File: src/rtl/vdp_pkg.sv
// rtl/vdp_pkg.sv - shared encodings and bit positions for the VDP CPU port
package vdp_pkg;

   localparam logic [7:0] PORT_DATA = 8'hBE;
   localparam logic [7:0] PORT_CTRL = 8'hBF;

   typedef enum logic {
      LATCH_FIRST  = 1'b0,
      LATCH_SECOND = 1'b1
   } latch_state_t;

   typedef enum logic [1:0] {
      VRAM_IDLE = 2'd0,
      VRAM_WR   = 2'd1,
      VRAM_RD   = 2'd2
   } vram_state_t;

   localparam int STAT_F  = 7;
   localparam int STAT_5S = 6;
   localparam int STAT_C  = 5;

   localparam int R1_BLANK = 6;
   localparam int R1_IE    = 5;

endpackage

File: src/rtl/vdp_status_reg.sv
// rtl/vdp_status_reg.sv - VDP status flags F/5S/C and the frozen fifth-sprite number
module vdp_status_reg
   import vdp_pkg::*;
(
   input  logic       i_clk,
   input  logic       i_reset_n,
   input  logic       i_ev_frame,
   input  logic       i_ev_coll,
   input  logic       i_ev_fifth,
   input  logic [4:0] i_ev_fifth_num,
   input  logic       i_clr,
   output logic [7:0] o_status,
   output logic       o_flag_f
);

   logic       r_f;
   logic       r_5s;
   logic       r_c;
   logic [4:0] r_fifth_num;

   // An event arriving in the same cycle as a status read wins over the clear.
   always_ff @(posedge i_clk or negedge i_reset_n) begin
      if (!i_reset_n) begin
         r_f         <= 1'b0;
         r_5s        <= 1'b0;
         r_c         <= 1'b0;
         r_fifth_num <= 5'h1F;
      end else begin
         r_f  <= i_ev_frame | (r_f & ~i_clr);
         r_c  <= i_ev_coll  | (r_c & ~i_clr);
         r_5s <= i_ev_fifth | (r_5s & ~i_clr);
         if (i_ev_fifth && !r_5s) begin
            r_fifth_num <= i_ev_fifth_num;
         end
      end
   end

   always_comb begin
      o_status          = {3'b000, r_fifth_num};
      o_status[STAT_F]  = r_f;
      o_status[STAT_5S] = r_5s;
      o_status[STAT_C]  = r_c;
   end

   assign o_flag_f = r_f;

endmodule

File: src/rtl/vdp_cpu_port.sv
// rtl/vdp_cpu_port.sv - Z80 I/O front end of the VDP: control latch, registers,
// VRAM pointer, read-ahead buffer, VRAM request port and frame interrupt
module vdp_cpu_port
   import vdp_pkg::*;
#(
   parameter int ADDR_W   = 14,
   parameter int NUM_REGS = 8
) (
   input  logic                  i_clk,
   input  logic                  i_reset_n,
   input  logic                  i_clk_en,
   input  logic                  i_io_wr,
   input  logic                  i_io_rd,
   input  logic                  i_port_ctrl,
   input  logic [7:0]            i_cpu_din,
   output logic [7:0]            o_cpu_dout,
   output logic                  o_wait_n,
   output logic [ADDR_W-1:0]     o_vram_addr,
   output logic [7:0]            o_vram_wdata,
   output logic                  o_vram_we,
   output logic                  o_vram_re,
   input  logic [7:0]            i_vram_rdata,
   input  logic                  i_vram_ack,
   input  logic                  i_ev_frame,
   input  logic                  i_ev_coll,
   input  logic                  i_ev_fifth,
   input  logic [4:0]            i_ev_fifth_num,
   output logic [8*NUM_REGS-1:0] o_regs_out,
   output logic                  o_int_n
);

   logic                r_prev;
   latch_state_t        r_lstate;
   latch_state_t        w_lstate_nx;
   vram_state_t         r_vstate;
   vram_state_t         w_vstate_nx;
   logic [7:0]          r_latch;
   logic [7:0]          r_regs [NUM_REGS];
   logic [ADDR_W-1:0]   r_ptr;
   logic [7:0]          r_ra;
   logic [ADDR_W-1:0]   r_vaddr;
   logic [7:0]          r_vwdata;

   logic                r_pend;
   logic                r_pend_ctrl;
   logic                r_pend_wr;
   logic [7:0]          r_pend_din;

   logic                w_req;
   logic                w_start;
   logic                w_busy;
   logic                w_live_need;
   logic                w_hold;
   logic                w_exec;
   logic                w_op_ctrl;
   logic                w_op_wr;
   logic [7:0]          w_op_din;
   logic                w_do_dwr;
   logic                w_do_drd;
   logic                w_do_cwr;
   logic                w_do_crd;
   logic                w_cwr_second;
   logic                w_do_reg;
   logic                w_do_ptr;
   logic                w_do_pf;
   logic                w_issue;
   logic [ADDR_W-1:0]   w_new_ptr;
   logic [ADDR_W-1:0]   w_req_addr;
   logic [7:0]          w_status;
   logic                w_flag_f;

   assign w_req   = i_io_wr | i_io_rd;
   assign w_start = i_clk_en & w_req & ~r_prev;
   assign w_busy  = (r_vstate != VRAM_IDLE);

   // Only accesses that need the VRAM port can be held off by a busy port.
   assign w_live_need = ~i_port_ctrl
                      | (i_io_wr & (r_lstate == LATCH_SECOND) & (i_cpu_din[7:6] == 2'b00));
   assign w_hold      = w_start & w_live_need & w_busy;
   assign w_exec      = r_pend ? ~w_busy : (w_start & ~w_hold);

   assign w_op_ctrl = r_pend ? r_pend_ctrl : i_port_ctrl;
   assign w_op_wr   = r_pend ? r_pend_wr   : i_io_wr;
   assign w_op_din  = r_pend ? r_pend_din  : i_cpu_din;

   assign w_do_dwr     = w_exec & ~w_op_ctrl &  w_op_wr;
   assign w_do_drd     = w_exec & ~w_op_ctrl & ~w_op_wr;
   assign w_do_cwr     = w_exec &  w_op_ctrl &  w_op_wr;
   assign w_do_crd     = w_exec &  w_op_ctrl & ~w_op_wr;
   assign w_cwr_second = w_do_cwr & (r_lstate == LATCH_SECOND);
   assign w_do_reg     = w_cwr_second &  w_op_din[7];
   assign w_do_ptr     = w_cwr_second & ~w_op_din[7];
   assign w_do_pf      = w_do_drd | (w_do_ptr & ~w_op_din[6]);
   assign w_issue      = w_do_dwr | w_do_pf;

   assign w_new_ptr  = ADDR_W'({w_op_din[5:0], r_latch});
   assign w_req_addr = w_do_ptr ? w_new_ptr : r_ptr;

   always_ff @(posedge i_clk or negedge i_reset_n) begin
      if (!i_reset_n) begin
         r_prev <= 1'b0;
      end else if (i_clk_en) begin
         r_prev <= w_req;
      end
   end

   always_ff @(posedge i_clk or negedge i_reset_n) begin
      if (!i_reset_n) begin
         r_pend      <= 1'b0;
         r_pend_ctrl <= 1'b0;
         r_pend_wr   <= 1'b0;
         r_pend_din  <= 8'h00;
      end else if (w_hold) begin
         r_pend      <= 1'b1;
         r_pend_ctrl <= i_port_ctrl;
         r_pend_wr   <= i_io_wr;
         r_pend_din  <= i_cpu_din;
      end else if (r_pend && !w_busy) begin
         r_pend      <= 1'b0;
      end
   end

   always_ff @(posedge i_clk or negedge i_reset_n) begin
      if (!i_reset_n) begin
         r_lstate <= LATCH_FIRST;
      end else begin
         r_lstate <= w_lstate_nx;
      end
   end

   always_comb begin
      w_lstate_nx = r_lstate;
      if (w_do_cwr) begin
         w_lstate_nx = (r_lstate == LATCH_FIRST) ? LATCH_SECOND : LATCH_FIRST;
      end else if (w_do_dwr || w_do_drd || w_do_crd) begin
         w_lstate_nx = LATCH_FIRST;
      end
   end

   always_ff @(posedge i_clk or negedge i_reset_n) begin
      if (!i_reset_n) begin
         r_latch <= 8'h00;
         r_ptr   <= '0;
         r_ra    <= 8'h00;
         for (int i = 0; i < NUM_REGS; i++) begin
            r_regs[i] <= 8'h00;
         end
      end else begin
         if (w_do_cwr && (r_lstate == LATCH_FIRST)) begin
            r_latch <= w_op_din;
         end
         for (int i = 0; i < NUM_REGS; i++) begin
            if (w_do_reg && (w_op_din[5:0] == 6'(i))) begin
               r_regs[i] <= r_latch;
            end
         end
         if (w_do_dwr || w_do_drd) begin
            r_ptr <= r_ptr + ADDR_W'(1);
         end else if (w_do_ptr) begin
            r_ptr <= w_op_din[6] ? w_new_ptr : w_new_ptr + ADDR_W'(1);
         end
         if (w_do_dwr) begin
            r_ra <= w_op_din;
         end else if ((r_vstate == VRAM_RD) && i_vram_ack) begin
            r_ra <= i_vram_rdata;
         end
      end
   end

   always_ff @(posedge i_clk or negedge i_reset_n) begin
      if (!i_reset_n) begin
         r_vstate <= VRAM_IDLE;
         r_vaddr  <= '0;
         r_vwdata <= 8'h00;
      end else begin
         r_vstate <= w_vstate_nx;
         if ((r_vstate == VRAM_IDLE) && w_issue) begin
            r_vaddr  <= w_req_addr;
            r_vwdata <= w_op_din;
         end
      end
   end

   always_comb begin
      w_vstate_nx = r_vstate;
      case (r_vstate)
         VRAM_IDLE: begin
            if (w_do_dwr) begin
               w_vstate_nx = VRAM_WR;
            end else if (w_do_pf) begin
               w_vstate_nx = VRAM_RD;
            end
         end
         VRAM_WR, VRAM_RD: begin
            if (i_vram_ack) begin
               w_vstate_nx = VRAM_IDLE;
            end
         end
         default: w_vstate_nx = VRAM_IDLE;
      endcase
   end

   always_comb begin
      o_vram_we    = (r_vstate == VRAM_WR);
      o_vram_re    = (r_vstate == VRAM_RD);
      o_vram_addr  = r_vaddr;
      o_vram_wdata = r_vwdata;
   end

   vdp_status_reg u_status (
      .i_clk          (i_clk),
      .i_reset_n      (i_reset_n),
      .i_ev_frame     (i_ev_frame),
      .i_ev_coll      (i_ev_coll),
      .i_ev_fifth     (i_ev_fifth),
      .i_ev_fifth_num (i_ev_fifth_num),
      .i_clr          (w_do_crd),
      .o_status       (w_status),
      .o_flag_f       (w_flag_f)
   );

   // A held access releases WAIT in the very cycle it is finally accepted.
   assign o_wait_n   = ~((r_pend & w_busy) | w_hold);
   assign o_cpu_dout = i_port_ctrl ? w_status : r_ra;
   assign o_int_n    = ~(w_flag_f & r_regs[1][R1_IE]);

   for (genvar g = 0; g < NUM_REGS; g++) begin : g_regs_out
      assign o_regs_out[g*8 +: 8] = r_regs[g];
   end

endmodule

File: config.mk
export PLATFORM = sky130hd
export DESIGN_NAME = vdp_cpu_port
export DESIGN_NICKNAME = d
export VERILOG_FILES = /design/src/rtl/vdp_pkg.sv /design/src/rtl/vdp_status_reg.sv /design/src/rtl/vdp_cpu_port.sv
export SDC_FILE = /design/constraint.sdc
export NUM_CORES = 1
export LEC_CHECK = 0
export BUFFER_PORTS_ARGS = -buffer_cell sky130_fd_sc_hd__buf_4
export CORE_MARGIN = 4
export CORE_UTILIZATION = 50
export CTS_CLUSTER_DIAMETER = 60
export DETAILED_ROUTE_END_ITERATION = 8
export GPL_ROUTABILITY_DRIVEN = 0
export PLACE_DENSITY_LB_ADDON = 0.1
export SLEW_MARGIN = 20
export SYNTH_ARGS = -nofsm -noshare
export SYNTH_HDL_FRONTEND = slang
export SYNTH_SLANG_ARGS = --single-unit
File: constraint.sdc
create_clock -name i_clk -period 2.4 [get_ports i_clk]
set_input_delay 0.24 -clock i_clk [delete_from_list [all_inputs] [get_ports i_clk]]
set_output_delay 0.24 -clock i_clk [all_outputs]
set_load 0.01 [all_outputs]
Yosys cells after proc, flatten, opt, wreduce, memory -nomap -nowiden. Index checks and enable logic that the tools add are counted.

Register bits after elaboration: 139. Bits of input ports: 31. Output and inout bits: 98. Word-level logic and storage cells: 126.

$add $sub $neg: 2. Equality and inequality tests: 11. Mux-type cells: 20. Bitwise logic cells: 42. Reductions and logical operators: 27.

Operators by type and width (count): two-way mux 14 bit (4); two-way mux 8 bit (4); adder 14 x 1 -> 14 bit (second input constant) (2); == test 6 x 3 -> 1 bit (second input constant) (4); AND 1 bit (22); logical AND 1 bit (13); == test 6 x 2 -> 1 bit (second input constant) (2); inverter 1 bit (12); nonzero test 2 bit (5); two-way mux 1 bit (8); bitwise OR 1 bit (8); == test 6 x 1 -> 1 bit (second input constant) (1); logical NOT 6 bit (1); two-way mux 2 bit (3); logical NOT 2 bit (2); one-hot mux 2 bit (2 select lines) (1); != test 3 bit (second input constant) (1); == test 2 x 1 -> 1 bit (second input constant) (1); == test 2 bit (second input constant) (1); logical NOT 1 bit (2); logical OR 1 bit (2); != test 2 bit (second input constant) (1); AND reduction 2 bit (1); OR reduction 2 bit (1).

Depth between registers and ports, before layout. Gate-level depths: netlist (run 1).

Depth after elaboration: 17. Depth in mapped cells: 9. Gate-level depth less buffers: 7.

Hierarchy. A second synthesis (run 1) with hierarchy kept.

Cells, all modules: 542. Area, all modules: 6592.6 um^2.

Modules (own cells, without submodules): vdp_cpu_port (times used 1, cells an instance 521, area an instance 6266.0 um^2, seq. area each 3278.1 um^2); vdp_status_reg (times used 1, cells an instance 21, area an instance 326.6 um^2, seq. area each 206.4 um^2).

Least setup slack after synthesis (run 1). No wires, ideal clock.

Kind: reg2reg. Start: register r_pend. End: register r_regs, in the netlist o_regs_out[48]. Library setup time: 0.125 ns. Data arrival time: 2.336 ns. Data required time: 2.275 ns. Setup slack: -0.061 ns. Cell stages (with the launch flop): 8. Buffers on the path: 3. Period minus slack after synthesis: 2.461 ns. Cells stage by stage: dfrtp_1 buf_4 buf_6 buf_4 a21oi_1 nand2_1 nor3_4 mux2_2.

Word-level cells in the longest chain between the ends: 6. Elaborated cells on any way between the ends: 10. Classes of those cells: eq/ne (1); mux (4); bitwise (4); reduce/logical (1).

RTL lines: start: declaration (line vdp_cpu_port.sv:44) `logic r_pend;`; start signal: assignment (line vdp_cpu_port.sv:109) `r_pend <= 1'b0;`; start signal: assignment (line vdp_cpu_port.sv:114) `r_pend <= 1'b1;`; start signal: assignment (line vdp_cpu_port.sv:119) `r_pend <= 1'b0;`; two-way mux 1 bit, on equally long branches (line vdp_cpu_port.sv:80, vdp_cpu_port.sv:82); AND 1 bit (2 in a row) (line vdp_cpu_port.sv:88) `assign w_do_cwr = w_exec & w_op_ctrl & w_op_wr;`; AND 1 bit (line vdp_cpu_port.sv:90) `assign w_cwr_second = w_do_cwr & (r_lstate == LATCH_SECOND);`; AND 1 bit (line vdp_cpu_port.sv:91) `assign w_do_reg = w_cwr_second & w_op_din[7];`; logical AND 1 bit (*) (line vdp_cpu_port.sv:153) `if (w_do_reg && (w_op_din[5:0] == 6'(i))) begin`; end signal: indexed assignment (line vdp_cpu_port.sv:154) `r_regs[i] <= r_latch;`; end: declaration (line vdp_cpu_port.sv:38) `logic [7:0] r_regs [NUM_REGS];`.

Every way passes the cells marked *; elsewhere a longest branch is shown, timed or not. A chain may end at the register's enable or synchronous reset.

Final worst setup path (run 1).
Start: register r_pend. End: register r_regs, in the netlist o_regs_out[2].

Same word-level chain as after synthesis.

==> results of run 1 <==
report_power, final:
group,switching (mW),total (mW),internal (mW)
clock,1.04,2.62,1.57
sequential,0.448,3.40,2.95
combinational,1.37,2.57,1.20
flip-flops by register name, summed over array words and instances, names as in the netlist, 2 cells and up:
signal / count
r_pend_din: 8
r_vstate: 2
u_status.r_fifth_num: 5
r_latch: 8
o_regs_out: 64
r_ptr: 14
r_ra: 8
o_vram_wdata: 8
o_vram_addr: 14
logic make-up after synthesis:
family / Yosys count / synth area share [%]
compound gates: 100 / 10.6
xor+xnor: 10 / 1.33
fa+ha+maj: 5 / 0.951
buf+inv: 39 / 2.45
flops: 139 / 53.0
mux: 104 / 18.0
simple gates: 153 / 13.7
worst max-delay path, cell delays in order (launching register included):
cell     delay (ns)
dfrtp_1        0.34
buf_4          0.13
buf_12         0.17
mux2i_1        0.40
nand2_1        0.33
nor4_4         0.23
buf_4          0.21
mux2_2         0.35
path summary, 6_finish.rpt:
kind                                                       endpoint                        from  slack [ns]
worst max-delay path                      o_regs_out[2]$_DFFE_PN0P_          r_pend$_DFFE_PN0P_        0.12
worst min-delay path            u_status.r_fifth_num[4]$_DFFE_PN1P_           i_ev_fifth_num[4]        0.05
worst max register to register            o_regs_out[2]$_DFFE_PN0P_          r_pend$_DFFE_PN0P_        0.12
worst min register to register           o_vram_addr[6]$_DFFE_PN0P_  o_vram_addr[6]$_DFFE_PN0P_        0.50
max in group asynchronous                o_regs_out[42]$_DFFE_PN0P_                   i_reset_n        1.38
min in group asynchronous               o_vram_wdata[4]$_DFFE_PN0P_                   i_reset_n        0.32
routing by layer:
metal | vias to the layer above | part of all wire (%) | global-route usage, %
met5 | - | 0 | 0
met4 | 0 | 2.2 | 9.10
met3 | 32 | 5.1 | 6.18
met2 | 160 | 50 | 39.4
met1 | 2570 | 43 | 31.4
li1 | 2373 | - | -
placed cells by master, fill, tap and decap left out, drive strengths merged, types with 3 or more instances in the layout:
cell type	count
nand4	6
xnor2	6
o21ai	10
dfstp	5
dlygate4sd3	4
xor2	4
clkbuf	18
mux2i	12
nand3	8
a21oi	29
a22o	3
buf	177
nor2	28
nor3	28
nand2	34
ha	5
inv	14
mux2	92
o21a	6
and3	13
nand2b	3
or2	3
a21o	7
nor2b	6
clkinvlp	4
a32oi	5
nor4	10
a211oi	9
dfrtp	134
o221a	4
nor3b	3
or4	3
a31o	3
o22ai	10
layout make-up:
type	count	area [um2]	area share (%)
Sequential cell	139	3480	39.9
Multi-Input combinational cell	372	2960	33.8
Timing Repair Buffer	181	1460	16.7
Clock buffer	18	439	5.02
Tap cell	172	215	2.46
Clock inverter	14	156	1.79
Inverter	8	30.0	0.344
stage by stage:
step / TNS, ns / hold slack (ns)
after floorplan: 0 / -0.0556
after global placement: 0 / 0.199
after detailed placement: -0.0457 / 0.203
after CTS: 0 / 0.0306
after global routing: 0 / 0.0359
final: 0 / 0.0452
repair_timing:
item                                    4_1_cts  5_1_grt
gates resized for setup                       0        1
endpoints found under the setup margin       32       19
hold buffers                                  4        0
setup buffers                                 1        2
pin swaps                                     2        2
cloned                                        0        0
hold endpoints to repair                     44        0
==> metrics.md, run 1 <==
| Metric | Value |
|---|---|
| Fin crit period | 2.28 ns |
| WL per Instance | 19.3 um |
| Gr usage total | 24.3% |
| WL final | 17400 um |
| HPWL Detailed | 12200 um |
| Maximum vdd drop | 0.000572 V |
| Final setup violation count | 0 |
| Top cell type's share of synthesized area | 51.0% |
| Via Count | 5135 |
| Final antenna-violating net count | 0 |
| Most common library cells after synthesis | dfrtp_1, mux2_2, nand2_1, a21oi_1, clkbuf_1 |
| Syn Area/Cell | 12.0 um2 |
| Crit. End Element | flip-flop |
| DR vias/cell | 5.68 |
| Post-route DRC | 0 |
| Die Area | 15100 um2 |
| Core area | 12800 um2 |
| Crit path DAT | 2.59 ns |
| Clock Latency Late Sink | 0.43 ns |
| Post-synth EDFFs | 0 |
| Max-capacitance violation count | 0 |
| Port Buffer Count | 128 |
| P&R area growth vs syn | 32.9% |
| Sequential share of the synthesized area | 53.0% |
| Synthesized flop and latch total | 139 |
| Max-slew headroom | 63.1% |
| Slew @ Worst Pin | 0.553 ns |
| Largest net degree at the start of global routing | 47 |
| Final WS setup | 0.119 ns |
| Die W | 123 um |
| Cell count after synthesis | 550 |
| Worst Hold Class | in -> reg |
| P_leak | 4.17 nW |
| Unique masters post-synth | 57 |
| GRT overflow | 0 |
| Count leader, synth | dfrtp_1 |
| Post-Route Utilization | 68.4% |
| Initial Util | 51.5% |
| # diodes | 0 |
| H-tree levels | 4 |
| Final std cells w/o fill | 904 |
| CTS tree | done |
| Final net count | 755 |
| Sink Count | 139 |
| I/O pin count | 129 |
| Dominant cells by area after synthesis | dfrtp_1, mux2_2, a21oi_1 |
| Syn_nets | 586 |
| Clock root buffer | clkbuf_16 |
| Hold Path Depth | 2 |
| Data required, critical path | 2.71 ns |
| Syn Std Cell Area | 6580 um2 |
| R2r worst-path depth | 7 |
| Placed Cells | 865 |
| CP Class | reg -> reg |
| Critical Path Fanout Max | 30 |
| Fin Clk Skew | 0.00952 ns |
| Yosys Warn Count | 0 |
| Die Y-Extent | 123 um |
| Final Total Pwr | 8.58 mW |
| Synth Flop Type | dfrtp_1 |
| Slew Viols, Final | 0 |
| Final worst path period share | 95.0% |
| Clock slew at the register clock pins of the worst setup and hold paths | 0.06 ns |
| RSZ-0062 raised after global routing | false |
| Setup Slack @ Placement | -0.0120 ns |
| Fillers | 978 |
| First-pass GRT wire length | 27600 um |
| Placed cell areas | 8060 um2 |
| Startpoint Class | flip-flop |
| Vias in the first global route | 5202 |
| Site row count | 41 |
| Post-route cell area | 8740 um2 |
| Achievable Freq | 0.438 GHz |
| Layout cell share with drive strength beyond 1 | 45.4% |
| Run status | complete, no violations |
| CTS buffer count | 17 |
| Final Hold Fails | 0 |
| Drt pass-1 iters | 7 |
| Cell taking the most area after synthesis | dfrtp_1 |
| Pwr/cell area | 982 nW/um2 |
| Starting DRC count in detailed routing | 383 |
| Initial antenna violation count | 0 |
| Asr flop ratio synth | 100% |
| Clock buffer depth | 2 |
Note: power is estimated with default switching activity, not from simulation.
==> run 2: changes to the inputs <==
--- a/config.mk
+++ b/config.mk
@@ -5,6 +5,7 @@
 export SDC_FILE = /design/constraint.sdc
 export NUM_CORES = 1
 export LEC_CHECK = 0
+export ABC_AREA = 1
 export BUFFER_PORTS_ARGS = -buffer_cell sky130_fd_sc_hd__buf_4
 export CORE_MARGIN = 4
 export CORE_UTILIZATION = 50
@@ -16,3 +17,4 @@
 export SYNTH_ARGS = -nofsm -noshare
 export SYNTH_HDL_FRONTEND = slang
 export SYNTH_SLANG_ARGS = --single-unit
+export TNS_END_PERCENT = 20
==> run 2 against run 1 <==
Net effect: critical endpoint is now o_regs_out[33]$_DFFE_PN0P_; global-route usage decreased by 0.49 points; clock skew decreased by 0.0024 ns; cell area decreased by 7.2%; utilization decreased by 2.0 points; synthesized cell count increased by 35%; die area decreased by 3.6%; critical path type unchanged; routed wire length decreased by 4.6%; sequential power decreased by 2%.
==> metrics.md, run 2 <==
| Metric | Value |
|---|---|
| Maximum vdd drop | 0.000556 V |
| Cell taking the most area after synthesis | dfrtp_1 |
| Vias in the first global route | 5369 |
| Crit. End Element | flip-flop |
| Setup repair bufs after CTS | 0 |
| P&R area growth vs syn | 28.2% |
| Largest net degree at the start of global routing | 75 |
| Count leader, synth | nand2_1 |
| Initial Util | 51.8% |
| CP Class | reg -> reg |
| Die W | 120 um |
| First-pass GRT wire length | 27100 um |
| P_leak | 4.08 nW |
| Initial antenna violation count | 0 |
| Startpoint Class | flip-flop |
| Cell count after synthesis | 740 |
| Slew Viols, Final | 0 |
| Setup Slack @ Placement | 0.0780 ns |
| DR vias/cell | 5.19 |
| Final worst path period share | 98.2% |
| Unique masters post-synth | 31 |
| Sequential share of the synthesized area | 55.1% |
| Pwr/cell area | 987 nW/um2 |
| Die Area | 14500 um2 |
| Top cell type's share of synthesized area | 53.0% |
| Psw | 2.72 mW |
| # diodes | 0 |
| Final setup violation count | 0 |
| Syn Std Cell Area | 6320 um2 |
| Port Buffer Count | 128 |
| Post-synth EDFFs | 0 |
| Syn Area/Cell | 8.55 um2 |
| Gr usage total | 23.8% |
| Combinational fraction of design power | 28.2% |
| WL per Instance | 15.7 um |
| Switch share | 34.0% |
| Clock slew at the register clock pins of the worst setup and hold paths | 0.06 ns |
| Die Y-Extent | 120 um |
| Post-route DRC | 0 |
| Commonest non-fill, non-tap cells in the layout | nand2_1, buf_4, dfrtp_1, o21ai_0, inv_1 |
| Dominant cells by area after synthesis | dfrtp_1, nand2_1, o21ai_0 |
| Max-slew headroom | 67.8% |
| Final WS setup | 0.0437 ns |
| Most common library cells after synthesis | nand2_1, dfrtp_1, o21ai_0, inv_1, nor2_1 |
| Fin crit period | 2.36 ns |
| Post-route setup TNS | 0 ns |
| Synthesized flop and latch total | 139 |
| HPWL Detailed | 12000 um |
| Placed Cells | 1030 |
| Max-capacitance violation count | 0 |
| Clock Latency Late Sink | 0.42 ns |
| Clock buffer depth | 2 |
| Starting DRC count in detailed routing | 430 |
| Sink Count | 139 |
| Fin Clk Skew | 0.00709 ns |
| CTS buffer count | 17 |
| Sequential power share | 41.7% |
| Final std cells w/o fill | 1062 |
| WL final | 16600 um |
| Clock root buffer | clkbuf_16 |
| Syn_nets | 776 |
| Achievable Freq | 0.424 GHz |
| Drt pass-1 iters | 5 |
| Pint | 5.28 mW |
| Data required, critical path | 2.68 ns |
| Final Hold Fails | 0 |
| Worst Hold Class | in -> reg |
| Largest register FFs | 64 |
| Final antenna-violating net count | 0 |
| Asr flop ratio synth | 100% |
| Commonest non-fill, non-tap cell in the layout | nand2_1 |
| Critical Path Fanout Max | 16 |
| CTS tree | done |
| GRT overflow | 0 |
| H-tree levels | 4 |
| Final net count | 918 |
| Crit path DAT | 2.63 ns |
| Slew @ Worst Pin | 0.482 ns |
| Clock share of power | 30.1% |
| I/O pin count | 129 |
| R2R Setup Slk | 0.04 ns |
| Site row count | 40 |
| Core area | 12200 um2 |
| Synth Flop Type | dfrtp_1 |
| Layout cell share with drive strength beyond 1 | 23.2% |
| RSZ-0062 raised after global routing | true |
| Yosys Warn Count | 0 |
| Run status | complete, no violations |
| Via Count | 5517 |
-- run 2: changes by cell type after synthesis, sizes merged, moves of 12 or more --
cell,delta
mux2,-85
mux2i,-12
inv,+52
nand3,+15
buf,+17
a21oi,-20
nor3,-16
nand2,+205
and3,-13
clkbuf,-17
o21ai,+129
-- run 2: path summary, 6_finish.rpt --
| path | endpoint | depth (start not counted) | start |
|---|---|---|---|
| hold / removal | u_status.r_c$_DFF_PN0_ | 2 | i_ev_coll |
| hold reg to reg | o_vram_addr[7]$_DFFE_PN0P_ | 2 | o_vram_addr[7]$_DFFE_PN0P_ |
| setup reg to reg | o_regs_out[33]$_DFFE_PN0P_ | 10 | r_vstate[0]$_DFFE_PN0P_ |
| setup / recovery | o_regs_out[33]$_DFFE_PN0P_ | 10 | r_vstate[0]$_DFFE_PN0P_ |
| min in group asynchronous | o_vram_wdata[3]$_DFFE_PN0P_ | 2 | i_reset_n |
| max in group asynchronous | u_status.r_fifth_num[0]$_DFFE_PN1P_ | 3 | i_reset_n |
-- run 2: area by class of cell --
cell class | count | area (um2)
Inverter | 63 | 236
Tap cell | 168 | 210
Timing Repair Buffer | 154 | 1190
Sequential cell | 139 | 3490
Clock inverter | 12 | 101
Multi-Input combinational cell | 507 | 2440
Fill cell | 1044 | 4100
Clock buffer | 19 | 443
-- run 2: repair_timing --
action,in CTS,in global routing
hold buffers,1,0
gates resized for setup,0,1
endpoints found under the setup margin,0,65
hold endpoints to repair,33,0
-- run 2: worst max-delay path: stages, from the launching register on --
cell and delay [ns]:
dfrtp_1 0.39, inv_1 0.09, ha_1 0.17, inv_1 0.07
nand3_1 0.13, nand4_1 0.13, buf_4 0.18, nor4_4 0.34
nand2_1 0.42, nand2_1 0.19, o21ai_0 0.10
-- run 2: routing by layer --
| metal | GRT usage [%] | wire (um) | vias up |
|---|---|---|---|
| met3 | 6.27 | 941 | 33 |
| met4 | 8.71 | 364 | 0 |
| met1 | 30.4 | 7320 | 2611 |
| met2 | 39.2 | 8010 | 174 |
| met5 | 0 | 0 | - |
| li1 | - | - | 2699 |
-- run 2: metrics by stage --
step	utilization (%)	total power [mW]	cell area, um2	hold WS [ns]
floorplan	-	4.59	6320	-0.0556
global placement	61.8	5.58	7550	0.164
detailed placement	61.8	5.63	7550	0.169
CTS	66.4	8.06	8110	0.0135
global route	66.4	8.51	8110	0.0221
finish	66.4	8.00	8110	0.0260
-- run 2: power groups by stage --
| stage | Clock, mW | Sequential [mW] | Combinational (mW) |
|---|---|---|---|
| after floorplan | 0 | 3.36 | 1.23 |
| after global placement | 0 | 3.34 | 2.24 |
| after detailed placement | 0 | 3.37 | 2.27 |
| after CTS | 2.44 | 3.33 | 2.28 |
| after global routing | 2.56 | 3.41 | 2.55 |
| final | 2.41 | 3.33 | 2.26 |
-- run 2: cell families after synthesis --
family,after synthesis,synth area share [%]
AOI/OAI and AO/OA,164,13.9
xor gates and xnor gates,18,2.49
adders and majority gates,5,0.989
buffers and inverters,94,6.25
DFF,139,55.1
muxes,7,1.25
and+or+nand+nor,313,20.0
==> run 3: changes to the inputs <==
--- a/config.mk
+++ b/config.mk
@@ -12,7 +12,9 @@
 export CTS_CLUSTER_DIAMETER = 60
 export DETAILED_ROUTE_END_ITERATION = 8
 export GPL_ROUTABILITY_DRIVEN = 0
+export HOLD_SLACK_MARGIN = 0.12
 export PLACE_DENSITY_LB_ADDON = 0.1
+export SETUP_SLACK_MARGIN = 0.1
 export SLEW_MARGIN = 20
 export SYNTH_ARGS = -nofsm -noshare
 export SYNTH_HDL_FRONTEND = slang
==> run 3 against run 2 <==
Net effect: power grew 0.56%; fmax increased by 9.8%; clock skew about the same; count of clock-buffer cells in the layout unchanged; clock power about the same; register-to-register slack improved by 0.21 ns; non-clock buffer count up 21; first-iteration DRC count rose by 0.47%; utilization is 1.9 points higher; die area did not move; largest cell class unchanged.
==> metrics.md, run 3 (synthesized netlist as in run 2, its figures left out) <==
| Metric | Value |
|---|---|
| Maximum vdd drop | 0.000556 V |
| Hold WS | 0.133 ns |
| Largest register FFs | 64 |
| Worst r2r src | r_vstate[0]$_DFFE_PN0P_ |
| Core area | 12200 um2 |
| Clock root buffer | clkbuf_16 |
| # diodes | 0 |
| Die Area | 14500 um2 |
| P&R area growth vs syn | 31.9% |
| Worst Hold Class | in -> reg |
| Achievable Freq | 0.466 GHz |
| RSZ-0062 raised after global routing | true |
| Commonest non-fill, non-tap cells in the layout | nand2_1, buf_4, dfrtp_1, o21ai_0, inv_1 |
| Pwr/cell area | 965 nW/um2 |
| Max-slew headroom | 67.1% |
| Port Buffer Count | 128 |
| WL per Instance | 15.8 um |
| HPWL Detailed | 12000 um |
| Fin Clk Skew | 0.00712 ns |
| Die W | 120 um |
| Clock Latency Late Sink | 0.42 ns |
| Sink Count | 139 |
| Final setup violation count | 0 |
| Post-Route Utilization | 68.3% |
| Run status | complete, no violations |
| WL final | 17100 um |
| Worst Setup EP | o_vram_addr[1]$_DFFE_PN0P_ |
| Site row count | 40 |
| Psw | 2.74 mW |
| Setup Slack @ Placement | 0.0780 ns |
| Slew @ Worst Pin | 0.493 ns |
| Initial Util | 51.8% |
| Crit path DAT | 2.43 ns |
| Via Count | 5594 |
| Clock slew at the register clock pins of the worst setup and hold paths | 0.06 ns |
| R2r worst-path depth | 12 |
| Max-capacitance violation count | 0 |
| Drt pass-1 iters | 5 |
| Final Total Pwr | 8.05 mW |
| Commonest non-fill, non-tap cell in the layout | nand2_1 |
| Pint | 5.31 mW |
| DR vias/cell | 5.17 |
| Final Hold Fails | 0 |
| Startpoint Class | flip-flop |
| Switch share | 34.1% |
| Layout cell share with drive strength beyond 1 | 23.7% |
| H-tree levels | 4 |
| P_leak | 4.18 nW |
| Initial antenna violation count | 0 |
| Gr usage total | 24.3% |
| Combinational fraction of design power | 28.6% |
| Fin crit period | 2.15 ns |
| Post-route DRC | 0 |
| Starting DRC count in detailed routing | 432 |
| Final antenna-violating net count | 0 |
| Clock buffer depth | 2 |
| Sequential power share | 41.5% |
| Crit. End Element | flip-flop |
| Die Y-Extent | 120 um |
| CP startpoint | r_vstate[0]$_DFFE_PN0P_ |
| Data required, critical path | 2.68 ns |
| CTS buffer count | 17 |
| Post-route setup TNS | 0 ns |
| GRT overflow | 0 |
| Largest net degree at the start of global routing | 75 |
| Final worst path period share | 89.4% |
| Slew Viols, Final | 0 |
| CP Class | reg -> reg |
| CTS tree | done |
| Vias in the first global route | 5474 |
| Final WS setup | 0.254 ns |
| Clock share of power | 29.9% |
| I/O pin count | 129 |
| Terminus of the critical flop-to-flop path | o_vram_addr[1]$_DFFE_PN0P_ |
| R2R Setup Slk | 0.25 ns |
| Final net count | 939 |
| Critical Path Fanout Max | 18 |
| First-pass GRT wire length | 27600 um |
[run 3: changes by cell type in the layout (fill, tap and decap cells not counted)]
cell / delta
nand2_2: +9
nand2_1: -9
inv_2: -1
buf_4: +1
inv_4: +1
dlygate4sd3_1: +20
[run 3: layer usage]
metal	wire length [um]	GRT usage, %
met5	0	0
met4	405	9.14
met3	1070	6.41
met2	8300	40.5
met1	7310	30.6
[run 3: worst min path at each step]
stage	from	endpoint	cells past startpoint
global route	i_cpu_din[1]	r_pend_din[1]$_DFFE_PN0P_	3
global placement	i_reset_n	o_vram_wdata[3]$_DFFE_PN0P_	1
floorplan	i_reset_n	o_regs_out[0]$_DFFE_PN0P_	0
finish	i_cpu_din[0]	r_pend_din[0]$_DFFE_PN0P_	3
detailed placement	i_reset_n	o_regs_out[14]$_DFFE_PN0P_	1
CTS	i_cpu_din[0]	r_pend_din[0]$_DFFE_PN0P_	3
[run 3: metrics by stage]
stage,instances,cell area (um2)
6_report,1083,8340
5_1_grt,1083,8340
4_1_cts,1082,8310
3_5_place_dp,1030,7550
3_3_place_gp,1030,7550
2_1_floorplan,740,6320
[run 3: final cells by class]
type                       instances  area (um2)
clock inverter                    12         101
sequential                       139        3490
clock buffer                      19         443
tap                              168         210
inverter                          63         239
multi-input combinational        507        2470
fill                            1017        3870
timing repair buffer             175        1400
[run 3: worst max-delay path, cell delays in order, from the launching register on]
cell	delay, ns
dfrtp_1	0.39
inv_1	0.09
ha_1	0.17
inv_1	0.07
nand3_1	0.13
nand2_1	0.11
a21oi_1	0.18
nand2_1	0.12
nand2_2	0.10
nand2_2	0.26
buf_12	0.26
nand2_1	0.05
o21ai_0	0.08
[run 3: power by group through the flow]
| stage | Clock [mW] | Sequential [mW] | Combinational, mW |
|---|---|---|---|
| final | 2.41 | 3.34 | 2.30 |
| after floorplan | 0 | 3.36 | 1.23 |
| after global routing | 2.56 | 3.41 | 2.58 |
| after global placement | 0 | 3.34 | 2.24 |
| after detailed placement | 0 | 3.37 | 2.27 |
| after CTS | 2.44 | 3.33 | 2.31 |
[run 3: what timing repair did]
action | in CTS | in global routing
gates resized for setup | 1 | 10
hold buffers | 21 | 0
pin swaps | 0 | 1
setup buffers | 0 | 1
cloned | 0 | 0
hold endpoints to repair | 53 | 0
setup endpoints to repair | 22 | 89
